File: src/rtl/altera_tse_lvds_rx_aligner.sv
// Receive word aligner for the LVDS SERDES path: finds the 7-bit comma, slips ALTLVDS until
// commas land at bit 0, and forwards data with fixed 2-cycle latency. Stats: ALTERA_TSE_ALIGN_STATS_EN.
module altera_tse_lvds_rx_aligner #(
  parameter int unsigned CDA_PULSE_WIDTH = 2,
  parameter int unsigned SETTLE_CYCLES   = 6,
  parameter int unsigned ACQ_COMMAS      = 3,
  parameter int unsigned LOSS_COMMAS     = 2
) (
  input  logic        clk,
  input  logic        reset,
  input  logic        rx_locked,
  input  logic [9:0]  rx_data,
  output logic [9:0]  tbi_rx_d,
  output logic        cda_pulse,
  output logic        aligned,
  output logic [3:0]  slip_offset,
  output logic [15:0] align_events,
  output logic [15:0] slip_events
);

  typedef enum logic [2:0] {StHunt, StSlip, StSettle, StCheck, StAligned} state_e;

  localparam logic [3:0] PulseLast  = 4'(CDA_PULSE_WIDTH - 1);
  localparam logic [3:0] SettleLast = 4'(SETTLE_CYCLES - 1);
  localparam logic [7:0] AcqTarget  = 8'(ACQ_COMMAS);
  localparam logic [7:0] LossTarget = 8'(LOSS_COMMAS);

  state_e      state_q, state_d;
  logic [9:0]  d1_q, tbi_q;
  logic [3:0]  timer_q, timer_d;
  logic [3:0]  slip_rem_q, slip_rem_d;
  logic [3:0]  slip_offset_q, slip_offset_d;
  logic [7:0]  acq_cnt_q, acq_cnt_d;
  logic [7:0]  loss_cnt_q, loss_cnt_d;
  logic [19:0] win;
  logic        comma_hit;
  logic [3:0]  comma_pos;

  // Descending scan so the lowest matching position is the one left standing.
  always_comb begin
    win       = {rx_data, d1_q};
    comma_hit = 1'b0;
    comma_pos = '0;
    for (int p = 9; p >= 0; p--) begin
      if (win[p +: 7] == 7'b1111100 || win[p +: 7] == 7'b0000011) begin
        comma_hit = 1'b1;
        comma_pos = 4'(p);
      end
    end
  end

  always_comb begin
    state_d       = state_q;
    timer_d       = timer_q;
    slip_rem_d    = slip_rem_q;
    slip_offset_d = slip_offset_q;
    acq_cnt_d     = acq_cnt_q;
    loss_cnt_d    = loss_cnt_q;
    if (!rx_locked) begin
      state_d    = StHunt;
      timer_d    = '0;
      slip_rem_d = '0;
      acq_cnt_d  = '0;
      loss_cnt_d = '0;
    end else begin
      case (state_q)
        StHunt: begin
          if (comma_hit && comma_pos == 4'd0) begin
            acq_cnt_d = 8'd1;
            state_d   = (AcqTarget <= 8'd1) ? StAligned : StCheck;
          end else if (comma_hit) begin
            slip_rem_d    = comma_pos;
            slip_offset_d = comma_pos;
            timer_d       = '0;
            state_d       = StSlip;
          end
        end
        StSlip: begin
          if (timer_q == PulseLast) begin
            timer_d    = '0;
            slip_rem_d = slip_rem_q - 4'd1;
            state_d    = StSettle;
          end else begin
            timer_d = timer_q + 4'd1;
          end
        end
        StSettle: begin
          if (timer_q == SettleLast) begin
            timer_d = '0;
            state_d = (slip_rem_q != 4'd0) ? StSlip : StHunt;
          end else begin
            timer_d = timer_q + 4'd1;
          end
        end
        StCheck: begin
          if (comma_hit && comma_pos == 4'd0) begin
            if (acq_cnt_q + 8'd1 >= AcqTarget) begin
              acq_cnt_d = '0;
              state_d   = StAligned;
            end else begin
              acq_cnt_d = acq_cnt_q + 8'd1;
            end
          end else if (comma_hit) begin
            acq_cnt_d     = '0;
            slip_offset_d = comma_pos;
            state_d       = StHunt;
          end
        end
        StAligned: begin
          if (comma_hit && comma_pos == 4'd0) begin
            loss_cnt_d = '0;
          end else if (comma_hit) begin
            slip_offset_d = comma_pos;
            if (loss_cnt_q + 8'd1 >= LossTarget) begin
              loss_cnt_d = '0;
              state_d    = StHunt;
            end else begin
              loss_cnt_d = loss_cnt_q + 8'd1;
            end
          end
        end
        default: state_d = StHunt;
      endcase
    end
  end

  always_ff @(posedge clk) begin
    if (reset) begin
      state_q       <= StHunt;
      d1_q          <= '0;
      tbi_q         <= '0;
      timer_q       <= '0;
      slip_rem_q    <= '0;
      slip_offset_q <= '0;
      acq_cnt_q     <= '0;
      loss_cnt_q    <= '0;
    end else begin
      state_q       <= state_d;
      d1_q          <= rx_data;
      tbi_q         <= d1_q;
      timer_q       <= timer_d;
      slip_rem_q    <= slip_rem_d;
      slip_offset_q <= slip_offset_d;
      acq_cnt_q     <= acq_cnt_d;
      loss_cnt_q    <= loss_cnt_d;
    end
  end

  assign tbi_rx_d    = tbi_q;
  assign cda_pulse   = (state_q == StSlip);
  assign aligned     = (state_q == StAligned);
  assign slip_offset = slip_offset_q;

`ifdef ALTERA_TSE_ALIGN_STATS_EN
  logic [15:0] align_events_q, slip_events_q;

  // Entering SLIP is exactly the cycle cda_pulse rises.
  always_ff @(posedge clk) begin
    if (reset) begin
      align_events_q <= '0;
      slip_events_q  <= '0;
    end else begin
      if (state_q != StAligned && state_d == StAligned && align_events_q != 16'hFFFF) begin
        align_events_q <= align_events_q + 16'd1;
      end
      if (state_q != StSlip && state_d == StSlip && slip_events_q != 16'hFFFF) begin
        slip_events_q <= slip_events_q + 16'd1;
      end
    end
  end

  assign align_events = align_events_q;
  assign slip_events  = slip_events_q;
`else
  assign align_events = 16'h0000;
  assign slip_events  = 16'h0000;
`endif

endmodule

File: config.mk
export PLATFORM = sky130hd
export DESIGN_NAME = altera_tse_lvds_rx_aligner
export DESIGN_NICKNAME = d
export VERILOG_FILES = /design/src/rtl/altera_tse_lvds_rx_aligner.sv
export SDC_FILE = /design/constraint.sdc
export NUM_CORES = 1
export LEC_CHECK = 0
export CAP_MARGIN = 20
export CORE_MARGIN = 2
export CORE_UTILIZATION = 53
export CTS_BUF_LIST = sky130_fd_sc_hd__clkbuf_2
export CTS_CLUSTER_SIZE = 40
export DETAILED_ROUTE_END_ITERATION = 16
export HOLD_SLACK_MARGIN = 0.06
export PLACE_DENSITY = 0.91
export SLEW_MARGIN = 20
export SYNTH_ARGS = -nofsm -noshare
export SYNTH_HDL_FRONTEND = slang
export SYNTH_SLANG_ARGS = --single-unit
File: constraint.sdc
create_clock -name clk -period 3 [get_ports clk]
set_clock_uncertainty 0.05 [all_clocks]
set_input_delay 0.6 -clock clk [delete_from_list [all_inputs] [get_ports clk]]
set_output_delay 0.6 -clock clk [all_outputs]
set_load 0.005 [all_outputs]
==> impl_metrics.toml <==
[run_status]
status = "finished, final reports clean"

[sta]
min_period_over_period = 0.868
setup_viol = 0
hold_viol = 0
drv_slew = 0
worst_pin_slew_ns = 0.553
setup_ws_ns = 0.397
slew_headroom = 0.628
period_needed_ns = 2.60
timing.setup.tns_ns = 0
hold-worst-slack_ns = 0.454
rsz0062_at_grt = "false"
max_freq_ghz = 0.384

[cts]
clk_pin_slew_ns = 0.26
cts_setup_buffers = 0
root_buffer = "clkbuf_2"
clkSinkCount = 51
ctsResizeCount = 0
cts_hold_buf = 0
cts_made_buffers = 5
htreeDepth = 2
cts_tree = "done"
insertion_delay_ns = 0.44
cts_buffer_depth = 2

[pwr]
clkPwrFrac = 0.243
power_frac_comb = 0.139
leakagePower_uw = 0.00128
netSwitchingPower_uw = 335
intPower_uw = 828
p_seq_frac = 0.618
power_density_nw_per_um2 = 372
p_sw_frac = 0.288
vdd_ir_drop_max_uv = 269
totalPowerFinal_uw = 1160

[yosys]
synth_top_area_share = 0.359
synth_area_leaders = "dfxtp_1 36%, buf_4 9.0%, nor2b_1 4.4%, ha_1 3.1%, nor2_1 2.9%"
netlist_instances = 318
ys_types = 66
async_reset_ff_frac = 0
synth-seq-cells = 51
synthAdderAreaFrac = 0.0308
synth-edff-count = 0
netlist_area_um2 = 2850
ys_seq_area_frac = 0.359
synth_compound_area_frac = 0.147
yosys-mux-area-fraction = 0.0141
synth_top_family_by_area = "simple AND/OR/NAND/NOR gates"
ys.flop_type = "dfxtp_1"
synth_area_per_cell_um2 = 8.95
ys_warn_count = 0
synthSimpleGateAreaFrac = 0.325
synth_xor_area_frac = 0
synth_top_area_cell = "dfxtp_1"

[floorplan]
rows = 26
dieArea_um2 = 5970
die_w_um = 77.3
initial_core_util = 0.554
dieHeight_um = 77.3
core_um2 = 5140
io-pin-count = 61

[route]
via_per_inst = 5.51
route.vias.total = 2308
wl_per_cell_um = 13.4
ant_nets = 0
drt_iter0_markers = 186
drt-pass1-iter-count = 4
wl_um = 5610
remaining_drc_errors = 0

[layout]
area_growth_pct = 9.94
final_common_cell = "dfxtp_1"
drive_gt1_frac = 0.0974
fillers = 474
postLayoutCellArea_um2 = 3130
multi_input_area_um2 = 1590
final_nets = 368
register_area_um2 = 1020
layout_common_cells = "51 x dfxtp_1, 32 x conb_1, 28 x clkdlybuf4s50_1"
insertedDiodeCount = 0

[placement]
dpl_cell_area_um2 = 3080
gp_congestion = 0.918
dp_hpwl_um = 4180
place_ws_ns = 0.0473
io_buffers = 28

[worst_setup_path]
critical_path_arrival_ns = 1.95
path_class = "reg2out"
critPathLaunchType = "register"
critPathMaxFanout = 10
worstPathRequired_ns = 2.35
reg2reg_depth = 8
crit_path_end_kind = "primary output"
rrSetupSlack_ns = 0.56

[global_routing]
track_usage = 0.192
grt_antenna_before_repair = 0
first_global_vias = 2044
grt_max_degree = 25
grt_pass1_wl_um = 9500
gr-total-overflow = 0

[run]
maxCapViolCount = 0

[hold_path]
holdCritPathClass = "reg2reg"
min_path_cells = 2
power by group through the flow:
stage	registers [uW]	logic (uW)	clock network [uW]
3_3_place_gp	729	156	0
3_5_place_dp	730	160	0
5_1_grt	723	178	317
2_1_floorplan	717	145	0
6_report	719	162	283
4_1_cts	718	161	288
logic make-up (layout without fill, tap and decap cells):
| kind of cell | after synthesis | count (layout) |
|---|---|---|
| simple gates | 146 | 146 |
| compound gates | 55 | 55 |
| buf+inv | 54 | 54 |
| flops | 51 | 51 |
| fa+ha+maj | 7 | 7 |
| mux | 4 | 4 |
| other cells | 1 | 32 |
layer usage:
| metal | wire (um) | vias to the layer above | GRT usage |
|---|---|---|---|
| met4 | 65 | 0 | 0.0536 |
| met1 | 2640 | 1084 | 0.265 |
| li1 | - | 1144 | - |
| met2 | 2590 | 75 | 0.304 |
| met3 | 303 | 5 | 0.0376 |
| met5 | 0 | - | 0 |
worst max-delay path, stage by stage (launching register included):
cell and delay (ns):
dfxtp_1 0.60, nor2_1 0.10, nand2_1 0.26, inv_1 0.09
clkdlybuf4s50_1 0.46
area by class of cell:
cell class / count / area share
Clock buffer: 5 / 0.00800
Clock inverter: 3 / 0.00640
Inverter: 9 / 0.0108
Multi-Input combinational cell: 244 / 0.509
Sequential cell: 51 / 0.326
Tap cell: 70 / 0.0280
Timing Repair Buffer: 37 / 0.111
Yosys cell counts, types with 4 or more instances:
cell type  count
mux2i_1        4
o21ai_0        8
and3_1         6
buf_4         34
nand4_1        6
clkbuf_1       7
inv_1          9
nand3_1        5
nand2_1       17
nor2_1        22
nor2b_1       20
nor3_1         7
ha_1           7
a21oi_1       12
and4b_1        4
or4_1          5
nand2b_1       9
dfxtp_1       51
and2_1        11
worst paths after layout:
check / startpoint / end
hold reg to reg: slip_rem_q[1] / slip_rem_q[1]
setup reg to reg: d1_q[6] / state_q[1]
setup / recovery: state_q[2] / cda_pulse
hold / removal: slip_rem_q[1] / slip_rem_q[1]
sequential cells by signal (all words and copies together), names as in the netlist:
register and cells:
d1_q 10, tbi_rx_d 10, acq_cnt_q 8, loss_cnt_q 8, slip_offset 4, slip_rem_q 4, timer_q 4, state_q 3
metrics by stage:
step                 util  cells
floorplan               -    349
global placement    0.600    411
detailed placement  0.600    411
CTS                 0.609    419
global route        0.609    419
finish              0.609    419
No activity file was read; power rests on OpenSTA's default activity.
